## src/rtl/nes_bus_pkg.sv

```systemverilog
// rtl/nes_bus_pkg.sv - shared types, address map and decode helper for the CPU bus control unit
package nes_bus_pkg;

  typedef enum logic [2:0] {
    SEL_NONE,
    SEL_RAM,
    SEL_PPU,
    SEL_IO,
    SEL_PRG
  } sel_e;

  typedef enum logic [2:0] {
    DMA_IDLE,
    DMA_HALT,
    DMA_ALIGN,
    DMA_READ,
    DMA_WRITE
  } dma_state_e;

  localparam logic [15:0] PPU_BASE          = 16'h2000;
  localparam logic [15:0] IO_BASE           = 16'h4000;
  localparam logic [15:0] OPEN_BASE         = 16'h4018;
  localparam logic [15:0] PRG_BASE          = 16'h8000;
  localparam logic [15:0] DMA_REG_ADDR_DEF  = 16'h4014;
  localparam logic [15:0] OAM_DATA_ADDR_DEF = 16'h2004;
  localparam int          RAM_ADDR_W        = 11;

  // The DMA trigger register sits inside the IO window but is owned by the BCU.
  function automatic sel_e decode_sel(input logic [15:0] addr, input logic [15:0] dma_reg);
    sel_e sel;
    if (addr >= PRG_BASE)       sel = SEL_PRG;
    else if (addr >= OPEN_BASE) sel = SEL_NONE;
    else if (addr >= IO_BASE)   sel = (addr == dma_reg) ? SEL_NONE : SEL_IO;
    else if (addr >= PPU_BASE)  sel = SEL_PPU;
    else                        sel = SEL_RAM;
    return sel;
  endfunction

endpackage

```

## src/rtl/nes_oam_dma.sv

```systemverilog
// rtl/nes_oam_dma.sv - OAM DMA engine: halts the CPU and copies one page to the OAM data port
module nes_oam_dma
  import nes_bus_pkg::*;
#(
  parameter logic [15:0] DMA_REG_ADDR  = DMA_REG_ADDR_DEF,
  parameter logic [15:0] OAM_DATA_ADDR = OAM_DATA_ADDR_DEF
) (
  input  logic        clk,
  input  logic        rst,
  input  logic [15:0] cpu_addr,
  input  logic        cpu_rnw,
  input  logic [7:0]  cpu_wdata,
  input  logic [7:0]  rd_data,
  output logic [15:0] req_addr,
  output logic        req_rnw,
  output logic [7:0]  req_wdata,
  output logic        req_act,
  output logic        rdy,
  output logic        busy
);

  dma_state_e state_q, state_d;
  logic [7:0] page_q, index_q;
  logic       parity_q;
  logic       trigger;

  assign trigger = !cpu_rnw && (cpu_addr == DMA_REG_ADDR);

  always_ff @(posedge clk or posedge rst) begin
    if (rst) begin
      state_q  <= DMA_IDLE;
      page_q   <= 8'h00;
      index_q  <= 8'h00;
      parity_q <= 1'b0;
    end else begin
      state_q  <= state_d;
      parity_q <= ~parity_q;
      if (state_q == DMA_IDLE && trigger) begin
        page_q  <= cpu_wdata;
        index_q <= 8'h00;
      end else if (state_q == DMA_WRITE) begin
        index_q <= index_q + 8'd1;
      end
    end
  end

  always_comb begin
    state_d   = state_q;
    req_addr  = {page_q, index_q};
    req_rnw   = 1'b1;
    req_wdata = 8'h00;
    req_act   = 1'b0;
    rdy       = 1'b0;
    busy      = 1'b1;
    case (state_q)
      DMA_IDLE: begin
        rdy  = 1'b1;
        busy = 1'b0;
        if (trigger) state_d = DMA_HALT;
      end
      // A HALT on a get cycle can read straight away; otherwise burn one cycle to align.
      DMA_HALT:  state_d = parity_q ? DMA_ALIGN : DMA_READ;
      DMA_ALIGN: state_d = DMA_READ;
      DMA_READ: begin
        req_act = 1'b1;
        state_d = DMA_WRITE;
      end
      DMA_WRITE: begin
        req_act   = 1'b1;
        req_addr  = OAM_DATA_ADDR;
        req_rnw   = 1'b0;
        req_wdata = rd_data;
        state_d   = (index_q == 8'hFF) ? DMA_IDLE : DMA_READ;
      end
      default: state_d = DMA_IDLE;
    endcase
  end

endmodule

```

## src/rtl/nes_bus_ctrl.sv

```systemverilog
// rtl/nes_bus_ctrl.sv - CPU bus control unit: bus-owner mux, address decode, read mux and open-bus latch
module nes_bus_ctrl
  import nes_bus_pkg::*;
#(
  parameter logic [15:0] DMA_REG_ADDR  = DMA_REG_ADDR_DEF,
  parameter logic [15:0] OAM_DATA_ADDR = OAM_DATA_ADDR_DEF
) (
  input  logic        i_clk_cpu,
  input  logic        i_rst,
  input  logic [15:0] i_cpu_addr,
  input  logic        i_cpu_rnw,
  input  logic [7:0]  i_cpu_wdata,
  output logic [7:0]  o_cpu_rdata,
  output logic        o_cpu_rdy,
  output logic [15:0] o_bus_addr,
  output logic        o_bus_rnw,
  output logic [7:0]  o_bus_wdata,
  output logic        o_prg_ce,
  input  logic [7:0]  i_prg_rdata,
  output logic        o_ram_ce,
  input  logic [7:0]  i_ram_rdata,
  output logic        o_ppu_ce,
  input  logic [7:0]  i_ppu_rdata,
  output logic        o_io_ce,
  input  logic [7:0]  i_io_rdata,
  output logic        o_dma_busy
);

  logic [15:0] dma_addr;
  logic        dma_rnw;
  logic [7:0]  dma_wdata;
  logic        dma_act;
  logic        ce_en;
  sel_e        bus_sel, sel_q;
  logic [7:0]  open_bus_q;

  nes_oam_dma #(
    .DMA_REG_ADDR  (DMA_REG_ADDR),
    .OAM_DATA_ADDR (OAM_DATA_ADDR)
  ) u_dma (
    .clk       (i_clk_cpu),
    .rst       (i_rst),
    .cpu_addr  (i_cpu_addr),
    .cpu_rnw   (i_cpu_rnw),
    .cpu_wdata (i_cpu_wdata),
    .rd_data   (o_cpu_rdata),
    .req_addr  (dma_addr),
    .req_rnw   (dma_rnw),
    .req_wdata (dma_wdata),
    .req_act   (dma_act),
    .rdy       (o_cpu_rdy),
    .busy      (o_dma_busy)
  );

  // HALT/ALIGN cycles own the bus but must not strobe any target.
  always_comb begin
    if (o_dma_busy) begin
      o_bus_addr  = dma_addr;
      o_bus_rnw   = dma_rnw;
      o_bus_wdata = dma_wdata;
      ce_en       = dma_act;
    end else begin
      o_bus_addr  = i_cpu_addr;
      o_bus_rnw   = i_cpu_rnw;
      o_bus_wdata = i_cpu_wdata;
      ce_en       = 1'b1;
    end
    bus_sel = (ce_en && !i_rst) ? decode_sel(o_bus_addr, DMA_REG_ADDR) : SEL_NONE;
  end

  assign o_prg_ce = (bus_sel == SEL_PRG);
  assign o_ram_ce = (bus_sel == SEL_RAM);
  assign o_ppu_ce = (bus_sel == SEL_PPU);
  assign o_io_ce  = (bus_sel == SEL_IO);

  always_comb begin
    case (sel_q)
      SEL_RAM: o_cpu_rdata = i_ram_rdata;
      SEL_PPU: o_cpu_rdata = i_ppu_rdata;
      SEL_IO:  o_cpu_rdata = i_io_rdata;
      SEL_PRG: o_cpu_rdata = i_prg_rdata;
      default: o_cpu_rdata = open_bus_q;
    endcase
  end

  always_ff @(posedge i_clk_cpu or posedge i_rst) begin
    if (i_rst) begin
      sel_q      <= SEL_NONE;
      open_bus_q <= 8'h00;
    end else begin
      sel_q <= o_bus_rnw ? bus_sel : SEL_NONE;
      if (!o_bus_rnw) open_bus_q <= o_bus_wdata;
      else if (sel_q != SEL_NONE) open_bus_q <= o_cpu_rdata;
    end
  end

endmodule

```

## config.mk

```make
export PLATFORM = sky130hd
export DESIGN_NAME = nes_bus_ctrl
export DESIGN_NICKNAME = d
export VERILOG_FILES = /design/src/rtl/nes_bus_pkg.sv /design/src/rtl/nes_oam_dma.sv /design/src/rtl/nes_bus_ctrl.sv
export SDC_FILE = /design/constraint.sdc
export NUM_CORES = 1
export LEC_CHECK = 0
export BUFFER_PORTS_ARGS = -buffer_cell sky130_fd_sc_hd__buf_2
export CELL_PAD_IN_SITES_DETAIL_PLACEMENT = 0
export CELL_PAD_IN_SITES_GLOBAL_PLACEMENT = 2
export CORE_UTILIZATION = 25
export DETAILED_ROUTE_END_ITERATION = 10
export GPL_TIMING_DRIVEN = 1
export PLACE_DENSITY = 0.77
export SYNTH_ARGS = -nofsm -noshare
export SYNTH_HDL_FRONTEND = slang
export SYNTH_SLANG_ARGS = --single-unit
```

## constraint.sdc

```tcl
create_clock -name i_clk_cpu -period 3.43 [get_ports i_clk_cpu]
set_input_delay 0 -clock i_clk_cpu [delete_from_list [all_inputs] [get_ports i_clk_cpu]]
set_output_delay 0 -clock i_clk_cpu [all_outputs]
set_load 0.01 [all_outputs]
```

# Word level (Yosys, flattened, before mapping)
# Index checks and enable logic that the tools add are counted.
dict set report word_totals {
  regBits 31
  out_inout_bits 39
  word_cells 64
}
dict set report classes {
  addsub 1
  order_cmp 4
  n_eq_ne 17
  n_mux 26
  n_bitwise 1
  reduce_logical 9
}
# operator n
set op_table {}
lappend op_table {{2-to-1 mux 8 bit} 6}
lappend op_table {{equality test 16 x 15 -> 1 bit, second input constant} 2}
lappend op_table {{greater-or-equal comparator 16 x 15 -> 1 bit, second input constant} 2}
lappend op_table {{2-to-1 mux 16 bit} 2}
lappend op_table {{one-hot mux 8 bit (4 select lines)} 1}
lappend op_table {{equality test 3 x 2 -> 1 bit, second input constant} 6}
lappend op_table {{greater-or-equal comparator 16 x 14 -> 1 bit, second input constant} 1}
lappend op_table {{greater-or-equal comparator 16 bit, second input constant} 1}
lappend op_table {{one-hot mux 3 bit (5 select lines)} 1}
lappend op_table {{2-to-1 mux 3 bit} 4}
lappend op_table {{2-to-1 mux 2 bit} 5}
lappend op_table {{equality test 3 x 1 -> 1 bit, second input constant} 3}
lappend op_table {{equality test 3 bit, second input constant} 3}
lappend op_table {{adder 8 x 1 -> 8 bit, second input constant} 1}
lappend op_table {{equality test 8 bit, second input constant} 1}
lappend op_table {{2-to-1 mux 1 bit} 7}
lappend op_table {{!= test 2 x 1 -> 1 bit, second input constant} 2}
lappend op_table {{logical AND 1 bit} 3}
lappend op_table {{zero test 3 bit} 1}
lappend op_table {{nonzero test 3 bit} 1}
lappend op_table {{zero test 1 bit} 2}
lappend op_table {{nonzero test 2 bit} 1}
lappend op_table {{OR reduction 2 bit} 1}
lappend op_table {{inverter 1 bit} 1}

# Depth between registers and ports, before layout
# Gate-level depths: netlist of run 1.
dict set report logic_depth {
  depth_word 10
  mapped_depth 9
  mapped_depth_nobuf 6
}

# Hierarchy
# Synthesis of run 1 repeated with hierarchy kept, for this count alone.
dict set report unflattened {
  cells_unflattened 252
  area_unflattened_um2 2483.6
}
# module n_inst cells_per_inst area_per_inst_um2 seq_area_each_um2
set by_module_without_submodules {}
lappend by_module_without_submodules {nes_bus_ctrl 1 147 1373.8 275.3}
lappend by_module_without_submodules {nes_oam_dma 1 105 1109.8 500.5}

# Worst setup path before layout of run 1
# OpenSTA, ideal clock, no wires.
dict set report synth_path {
  path_kind {register -> register}
  start {reg u_dma.state_q[1]}
  end {reg sel_q[0]}
  arrival_time_ns 1.888
  required_ns 3.283
  path_slack_ns 1.395
  stages_incl_launch_ff 7
  n_path_buf 1
  path_cell_list {dfrtp_1 buf_6 or4b_4 a22oi_4 nand4_2 o311ai_4 a2111oi_4}
}
dict set report synth_via {
  elab_chain_cells 10
  word_cells_on_any_way 23
  cone_classes {order compare (4); eq/ne (3); mux (13); reduce/logical (3)}
}
# element line_no
set synth_rtl {}
lappend synth_rtl {{start, declared} nes_oam_dma.sv:22} ;# dma_state_e state_q, state_d;
lappend synth_rtl {{start signal, assigned} nes_oam_dma.sv:36} ;# state_q <= state_d;
lappend synth_rtl {{equality test 3 bit} nes_oam_dma.sv:55} ;# case (state_q)
lappend synth_rtl {{2-to-1 mux 16 bit} nes_oam_dma.sv:55}
lappend synth_rtl {{2-to-1 mux 16 bit} nes_bus_ctrl.sv:57} ;# if (o_dma_busy) begin
lappend synth_rtl {{greater-or-equal comparator 16 x 14 -> 1 bit / equality test 16 x 15 -> 1 bit (equally long branches)} {nes_bus_pkg.sv:34, nes_bus_pkg.sv:33}}
lappend synth_rtl {{2-to-1 mux 2 bit (on tied branches)} {nes_bus_pkg.sv:34, nes_bus_pkg.sv:33}}
lappend synth_rtl {{2-to-1 mux 2 bit} nes_bus_pkg.sv:33} ;# else if (addr >= IO_BASE) sel = (addr == dma_reg) ? SEL_NONE : SEL_IO;
lappend synth_rtl {{2-to-1 mux 2 bit} nes_bus_pkg.sv:32} ;# else if (addr >= OPEN_BASE) sel = SEL_NONE;
lappend synth_rtl {{2-to-1 mux 3 bit} nes_bus_pkg.sv:31} ;# if (addr >= PRG_BASE) sel = SEL_PRG;
lappend synth_rtl {{2-to-1 mux 3 bit} nes_bus_ctrl.sv:68} ;# bus_sel = (ce_en && !i_rst) ? decode_sel(o_bus_addr, DMA_REG_ADDR) : SEL_NONE;
lappend synth_rtl {{2-to-1 mux 3 bit (*)} nes_bus_ctrl.sv:91} ;# sel_q <= o_bus_rnw ? bus_sel : SEL_NONE;
lappend synth_rtl {{end signal, assigned} nes_bus_ctrl.sv:91}
lappend synth_rtl {{end, declared} nes_bus_ctrl.sv:34} ;# sel_e bus_sel, sel_q;
# Every way passes the cells marked *; elsewhere a longest branch is shown, timed or not.
# A chain may end at the register's enable or synchronous reset.

# Worst setup path after layout of run 1
dict set report layout_path {
  start {reg u_dma.state_q[1]}
  end {out o_io_ce}
}
dict set report layout_via {
  elab_chain_cells 10
  word_cells_on_any_way 21
  cone_classes {order compare (4); eq/ne (4); mux (10); reduce/logical (3)}
}
# element line_no
set layout_rtl {}
lappend layout_rtl {{equality test 3 bit} nes_oam_dma.sv:55}
lappend layout_rtl {{2-to-1 mux 16 bit} nes_oam_dma.sv:55}
lappend layout_rtl {{2-to-1 mux 16 bit} nes_bus_ctrl.sv:57}
lappend layout_rtl {{greater-or-equal comparator 16 x 14 -> 1 bit / equality test 16 x 15 -> 1 bit (equally long branches)} {nes_bus_pkg.sv:34, nes_bus_pkg.sv:33}}
lappend layout_rtl {{2-to-1 mux 2 bit (on tied branches)} {nes_bus_pkg.sv:34, nes_bus_pkg.sv:33}}
lappend layout_rtl {{2-to-1 mux 2 bit} nes_bus_pkg.sv:33}
lappend layout_rtl {{2-to-1 mux 2 bit} nes_bus_pkg.sv:32}
lappend layout_rtl {{2-to-1 mux 3 bit} nes_bus_pkg.sv:31}
lappend layout_rtl {{2-to-1 mux 3 bit (*)} nes_bus_ctrl.sv:68}
lappend layout_rtl {{equality test 3 x 2 -> 1 bit (*)} nes_bus_ctrl.sv:74} ;# assign o_io_ce = (bus_sel == SEL_IO);
lappend layout_rtl {{end, declared} nes_bus_ctrl.sv:24} ;# output logic o_io_ce,
# Marked as above.

==> impl_summary.log, run 1 <==
INFO  metric routed_wirelength = 8.021 mm
INFO  metric timing.final.hold_violations = 0
INFO  metric hp-start = i_cpu_rnw
INFO  metric yosys.area_share.adder = 0.4993%
INFO  metric synth-compound-area-share = 25.86%
INFO  metric synth_enable_flop_cells = 0
INFO  metric holdPathEnd = open_bus_q[7]
INFO  metric rr_worst_depth = 7
INFO  metric synth_top_area_cell = dfrtp_1
INFO  metric synth_cells = 273
INFO  metric grt_pass1_vias = 2395
INFO  metric grt_util_met2 = 27.36%
INFO  metric crit_arrival = 2880 ps
INFO  metric grt_usage = 15.25%
INFO  metric synth_flop_cell = dfrtp_1
INFO  metric power.leakage = 1.440 nW
INFO  metric synth.avg_cell_area = 9.180 um^2
INFO  metric buffer_ports.inserted = 97
INFO  metric core-area = 9729 um^2
INFO  metric result_of_the_run = complete, no violations
INFO  metric share_of_the_synthesized_area_in_the_top_cell_type = 30.95%
INFO  metric final_cell_mix = 97 x buf_2, 31 x dfrtp_1, 25 x nor2_1, 18 x o21ai_0, 18 x mux2_2
INFO  metric worst_setup_hold_path_clk_slew = 70 ps
INFO  metric via_per_inst = 4.850
INFO  metric finalClockSkew = 4.075 ps
INFO  metric max_stage_delay = 450 ps
INFO  metric worstSkewPairLatency = 290 ps
INFO  metric total_congestion_overflow_after_global_routing = 0
INFO  metric cp_cell_sequence = buf_4 -> or2_1 -> buf_4 -> a2111oi_2 -> nand4_2 -> o311ai_4 -> nor4b_2 -> buf_2
INFO  metric final_antenna_net_count = 0
INFO  metric cts_post_setup_buffers_inserted = 0
INFO  metric clock_buffer_depth = 2
INFO  metric detailedRoute.firstIterationViolations = 92
INFO  metric syn_nets = 333
INFO  metric pwr_density = 267.1 nW/um^2
INFO  metric synthesis.area = 2506 um^2
INFO  metric cap_viol_max_count = 0
INFO  metric finalWorstSetupSlack = 548.8 ps
INFO  metric wire_length_of_the_first_global_routing_pass = 12.08 mm
INFO  metric peak_clock_frequency_supported_by_timing = 347.1 MHz
INFO  metric gr-usage-met3 = 3.078%
INFO  metric timing.critical_path.mode_cell = buf_4
INFO  metric min-delay-path-class = in -> reg
INFO  metric post_route_cells_drive_above_1_share = 39.68%
INFO  metric insertedDiodeCount = 0
INFO  metric total_power_draw = 0.8771 mW
INFO  metric maxSlewHeadroom = 53.32%
INFO  metric layout.cells.most_common = buf_2
INFO  metric syn_to_final_growth = 31.05%
INFO  metric cts.sinks = 31
INFO  metric worst_pin_slew = 690.5 ps
INFO  metric pre_cts_ws = 855.7 ps
INFO  metric finalCritPeriodShare = 84.00%
INFO  metric floorplan.die.width = 102.1 um
INFO  metric hold_path_depth = 3
INFO  metric synth.ff_latch_count = 31
INFO  metric critPathMaxFanout = 28
INFO  metric cts.htree.levels = 2
INFO  metric dominant_combinational_cell_family_by_area_after_synthesis = compound AO/OA/AOI/OAI gates
INFO  metric worst_setup_path_start_kind = flip-flop
INFO  metric ctsRootBufferMaster = clkbuf_8
INFO  metric cts_made_buffers = 5
INFO  metric drt_drc_violations_left = 0
INFO  metric synth_sequential_area_ratio = 30.95%
INFO  metric timing.final.setup_violations = 0
INFO  metric detailed_place_hpwl = 6.360 mm
INFO  metric critPathTopFamily = compound AO/OA/AOI/OAI gates
INFO  metric async_flop_share = 100.0%
INFO  metric critical_path_buf_inv_count = 3
INFO  metric slew_violations = 0
INFO  metric critPathRequiredTime = 3430 ps
INFO  metric io_pins = 98
INFO  metric synth.yosys.warnings = 0
INFO  metric rr_endpoint = sel_q[0]
INFO  metric first_pass_iters = 4
INFO  metric antenna_found_initial = 0
INFO  metric gp_congestion = 0.9176
INFO  metric grt_setup_unrepaired = false
INFO  metric crit_slowest_cell = or2_1
INFO  metric synth_cell_types = 65
INFO  metric ir_drop = 0.1930 mV
INFO  metric vias_after_detailed_routing = 2454
INFO  metric synthSimpleGateAreaFrac = 20.82%
INFO  metric num_rows = 36
INFO  metric worst_setup_path_startpoint = u_dma.state_q[1]
INFO  metric minimum_period_implied_by_the_final_worst_setup_slack = 2881 ps
INFO  metric synth_xor_xnor_area_share = 1.398%
INFO  metric pin_count_of_the_biggest_net_entering_global_routing = 29
INFO  metric synthMuxAreaShare = 12.88%
INFO  metric design.final.nets = 432
INFO  metric crit_path_end_kind = output port
INFO  metric grt-busiest-layer = met2
INFO  metric synth_top_cells_by_area = dfrtp_1 31%, mux2_2 8.1%, mux2i_1 4.8%, nor2_1 3.7%, o21ai_0 3.6%
INFO  metric route.detailed.wl_per_inst = 15.85 um
INFO  metric post_route_setup_tns = 0 ps
INFO  metric global_route.usage.met1 = 18.45%
INFO  metric dieArea = 10430 um^2
INFO  metric tritoncts_clock_tree = built
INFO  metric dieHeight = 102.1 um
INFO  metric timing.rr.start = u_dma.state_q[1]
INFO  metric initial_core_util = 25.76%
INFO  metric criticalPathCategory = reg -> out
INFO  metric rrSetupSlack = 870 ps
==> metal layers <==
layer / vias to the layer above / part of all wire, %
met5: - / 0
met4: 0 / 1.3
met3: 11 / 5.8
met2: 84 / 48
met1: 1152 / 45
li1: 1207 / -
==> cells by family (layout without fill, tap and decap cells) <==
| group | count (synthesis) | count (layout) |
|---|---|---|
| AND/OR/NAND/NOR | 92 | 92 |
| buffers and inverters | 37 | 137 |
| flip-flops | 31 | 31 |
| multiplexers | 30 | 30 |
| AO/OA/AOI/OAI | 78 | 78 |
| XOR/XNOR | 4 | 4 |
| adder cells (fa/ha/maj) | 1 | 1 |
==> worst max path at each step <==
stage / to / depth (start not counted) / slack, ps
6_report: o_io_ce / 8 / 550
5_1_grt: o_io_ce / 8 / 370
4_1_cts: o_io_ce / 8 / 530
3_5_place_dp: o_io_ce / 8 / 860
3_3_place_gp: o_io_ce / 8 / 920
2_1_floorplan: sel_q[0] / 6 / 1390
==> where the power goes <==
| part | total [mW] | leakage (nW) | switching, mW | internal (mW) |
|---|---|---|---|---|
| clock network | 0.385 | 0.0612 | 0.150 | 0.235 |
| logic | 0.113 | 1.01 | 0.0533 | 0.0600 |
| registers | 0.378 | 0.373 | 0.00450 | 0.374 |
==> through the flow <==
stage / hold WS [ps] / instances / util [%] / cell area (um^2)
5_1_grt: 227.6 / 506 / 33.76 / 3284
6_report: 228.1 / 506 / 33.76 / 3284
3_3_place_gp: 177.5 / 489 / 31.62 / 3077
3_5_place_dp: 184.6 / 489 / 31.62 / 3077
2_1_floorplan: 54.40 / 273 / - / 2506
4_1_cts: 226.5 / 506 / 33.76 / 3284
==> flip-flops by register name, indices dropped and copies added, names as in the netlist <==
name and cells:
open_bus_q 8, sel_q 3, u_dma.state_q 3, u_dma.parity_q 1, u_dma.page_q 8, u_dma.index_q 8
==> layout make-up <==
class / count / area (um^2)
Clock buffer: 6 / 82.58
Clock inverter: 2 / 35.03
Fill cell: 1052 / 6445
Inverter: 17 / 63.81
Multi-Input combinational cell: 205 / 1540
Sequential cell: 31 / 775.7
Tap cell: 133 / 166.4
Timing Repair Buffer: 112 / 620.6
==> cell usage after synthesis, drive strengths merged (4+ instances only) <==
cell,instances
nor4,4
o21a,6
nor2,26
buf,14
nor4b,6
mux2,18
o221ai,6
a221oi,5
a2111oi,5
nand2b,9
nor3,6
mux2i,12
and3,4
clkbuf,6
nand2,16
a21oi,7
o21ai,22
dfrtp,31
inv,17
==> timing repair <==
action,CTS,global route
hold buffers,9,0
hold endpoints to repair,31,0
resized for setup,0,0
setup endpoints to repair,0,0
==> worst min-delay path, stage by stage <==
cell and delay, ps:
buf_2 130, nor2_2 120, mux2_2 230
(Power assumes the default switching activity.)
==> run 2, diff against run 1 <==
--- a/config.mk
+++ b/config.mk
@@ -11,7 +11,7 @@
 export CORE_UTILIZATION = 25
 export DETAILED_ROUTE_END_ITERATION = 10
 export GPL_TIMING_DRIVEN = 1
-export PLACE_DENSITY = 0.77
+export PLACE_DENSITY = 0.79
 export SYNTH_ARGS = -nofsm -noshare
 export SYNTH_HDL_FRONTEND = slang
 export SYNTH_SLANG_ARGS = --single-unit
==> constraint.sdc (replaced) <==
create_clock -name i_clk_cpu -period 2.4 [get_ports i_clk_cpu]
set_input_delay 0 -clock i_clk_cpu [delete_from_list [all_inputs] [get_ports i_clk_cpu]]
set_output_delay 0 -clock i_clk_cpu [all_outputs]
set_load 0.01 [all_outputs]
==> impl_summary.log, run 2 (same netlist as run 1, synthesis figures left out) <==
INFO  metric result_of_the_run = finished, violations left
INFO  metric violations_in_the_final_reports = setup timing
INFO  metric floorplan.die.width = 102.1 um
INFO  metric detailedRoute.firstIterationViolations = 111
INFO  metric criticalPathCategory = reg -> out
INFO  metric worstSkewPairLatency = 280 ps
INFO  metric minimum_period_implied_by_the_final_worst_setup_slack = 2474 ps
INFO  metric routed_wirelength = 8.461 mm
INFO  metric dieArea = 10430 um^2
INFO  metric final-seq-area = 782.0 um^2
INFO  metric timing.final.hold_violations = 0
INFO  metric insertedDiodeCount = 0
INFO  metric pin_count_of_the_biggest_net_entering_global_routing = 28
INFO  metric max_stage_delay = 690 ps
INFO  metric final_cell_mix = 97 x buf_2, 26 x dfrtp_1, 25 x nor2_1, 22 x buf_4, 18 x mux2_2
INFO  metric post_route_cells_drive_above_1_share = 47.07%
INFO  metric grt_pass1_vias = 2398
INFO  metric critPathTopFamily = simple AND/OR/NAND/NOR gates
INFO  metric critPathRequiredTime = 2400 ps
INFO  metric worst_setup_path_start_kind = flip-flop
INFO  metric cts_made_buffers = 5
INFO  metric finalWorstSetupSlack = -73.52 ps
INFO  metric ctsRootBufferMaster = clkbuf_8
INFO  metric multi_input_area = 1620 um^2
INFO  metric cap_viol_max_count = 0
INFO  metric crit_slowest_cell = nor4b_1
INFO  metric slew_violations = 0
INFO  metric crit_path_end_kind = output port
INFO  metric critical_path_buf_inv_count = 3
INFO  metric fillCellCount = 1036
INFO  metric initial_core_util = 25.76%
INFO  metric antenna_found_initial = 0
INFO  metric vias_after_detailed_routing = 2550
INFO  metric stdcell_area = 3551 um^2
INFO  metric timing.rr.start = u_dma.state_q[0]
INFO  metric grt_usage = 15.52%
INFO  metric grt_setup_unrepaired = true
INFO  metric gp_congestion = 0.7907
INFO  metric total_congestion_overflow_after_global_routing = 0
INFO  metric finalClockSkew = 2.808 ps
INFO  metric via_per_inst = 4.848
INFO  metric largestRegisters = open_bus_q: 8 flops, u_dma.index_q: 8 flops, u_dma.page_q: 8 flops
INFO  metric whs = 16.43 ps
INFO  metric drt_drc_violations_left = 0
INFO  metric crit_arrival = 2470 ps
INFO  metric postPlaceCellArea = 3142 um^2
INFO  metric cts.htree.levels = 2
INFO  metric dieHeight = 102.1 um
INFO  metric placed_cells_incl_taps = 496
INFO  metric buffer_ports.inserted = 97
INFO  metric design.final.nets = 453
INFO  metric syn_to_final_growth = 41.69%
INFO  metric wire_length_of_the_first_global_routing_pass = 12.37 mm
INFO  metric total_power_draw = 1.126 mW
INFO  metric tritoncts_clock_tree = built
INFO  metric peak_clock_frequency_supported_by_timing = 404.3 MHz
INFO  metric layout.cells.non_filler = 526
INFO  metric cts.sinks = 31
INFO  metric route.detailed.wl_per_inst = 16.09 um
INFO  metric clock_buffer_depth = 2
INFO  metric detailed_place_hpwl = 6.329 mm
INFO  metric io_pins = 98
INFO  metric timing.final.setup_violations = 2
INFO  metric worst_pin_slew = 965.0 ps
INFO  metric num_rows = 36
INFO  metric worst_setup_path_startpoint = u_dma.state_q[0]
INFO  metric pre_cts_ws = 98.18 ps
INFO  metric hp-start = i_cpu_wdata[1]
INFO  metric ir_drop = 0.2162 mV
INFO  metric finalCritPeriodShare = 103.1%
INFO  metric first_pass_iters = 4
INFO  metric layout.cells.most_common = buf_2
INFO  metric final_antenna_net_count = 0
INFO  metric cp_cell_sequence = buf_4 -> clkbuf_16 -> nor4b_1 -> a2111oi_4 -> nand4_4 -> o311ai_4 -> nor4b_2 -> buf_2
INFO  metric worst_setup_hold_path_clk_slew = 70 ps
INFO  metric pwr_density = 317.2 nW/um^2
INFO  metric maxSlewHeadroom = 35.60%
INFO  metric core-area = 9729 um^2
INFO  metric power.leakage = 1.581 nW
INFO  metric critPathMaxFanout = 13
INFO  metric min-delay-path-class = in -> reg
run 2: cell count changes in the layout (fill, tap and decap cells not counted), sizes merged:
cell	previous run	this run
buf	103	125
bufinv	1	0
clkbuf	6	7
dlygate4sd3	9	7
run 2: layout make-up:
cell class                 count  share of cell area, %
inverter                      17                  1.797
sequential                    31                  22.02
timing repair buffer         133                  23.40
clock buffer                   6                  2.326
clock inverter                 1                 0.1409
tap                          133                  4.686
multi-input combinational    205                  45.63
run 2: metrics by stage:
| step | util [%] | setup TNS (ps) |
|---|---|---|
| 6_report | 36.50 | -84.12 |
| 5_1_grt | 36.50 | -403.2 |
| 4_1_cts | 34.25 | -11.77 |
| 3_5_place_dp | 32.29 | 0 |
| 3_3_place_gp | 32.29 | 0 |
| 2_1_floorplan | - | 0 |
run 2: repair_timing:
item                                    4_1_cts  5_1_grt
gates cloned                                  0        1
buffers inserted                              3       12
resized for setup                            11       19
endpoints found under the setup margin        3        7
hold buffers                                  5        2
pin swaps                                     3        8
endpoints found under the hold margin         8        2
run 2: worst paths after layout:
| kind | to | slack (ps) | depth (start not counted) |
|---|---|---|---|
| max in group asynchronous | u_dma.index_q[1] | 1170 | 4 |
| setup / recovery | o_io_ce | -70 | 8 |
| setup reg to reg | sel_q[0] | 30 | 8 |
| hold reg to reg | u_dma.parity_q | 410 | 1 |
| min in group asynchronous | sel_q[0] | 540 | 3 |
| hold / removal | u_dma.page_q[1] | 20 | 2 |
run 2: report_power, final:
part	total (mW)	internal [mW]	switching, mW
clock	0.426	0.225	0.201
combinational	0.160	0.0840	0.0762
sequential	0.540	0.535	0.00595
run 2: per-layer routing:
layer | up-vias | wire, um | GRT usage [%]
met5 | - | 0 | 0
met2 | 95 | 4019 | 26.74
met1 | 1201 | 3854 | 19.70
met3 | 7 | 526 | 4.104
met4 | 0 | 60 | 2.637
li1 | 1247 | - | -
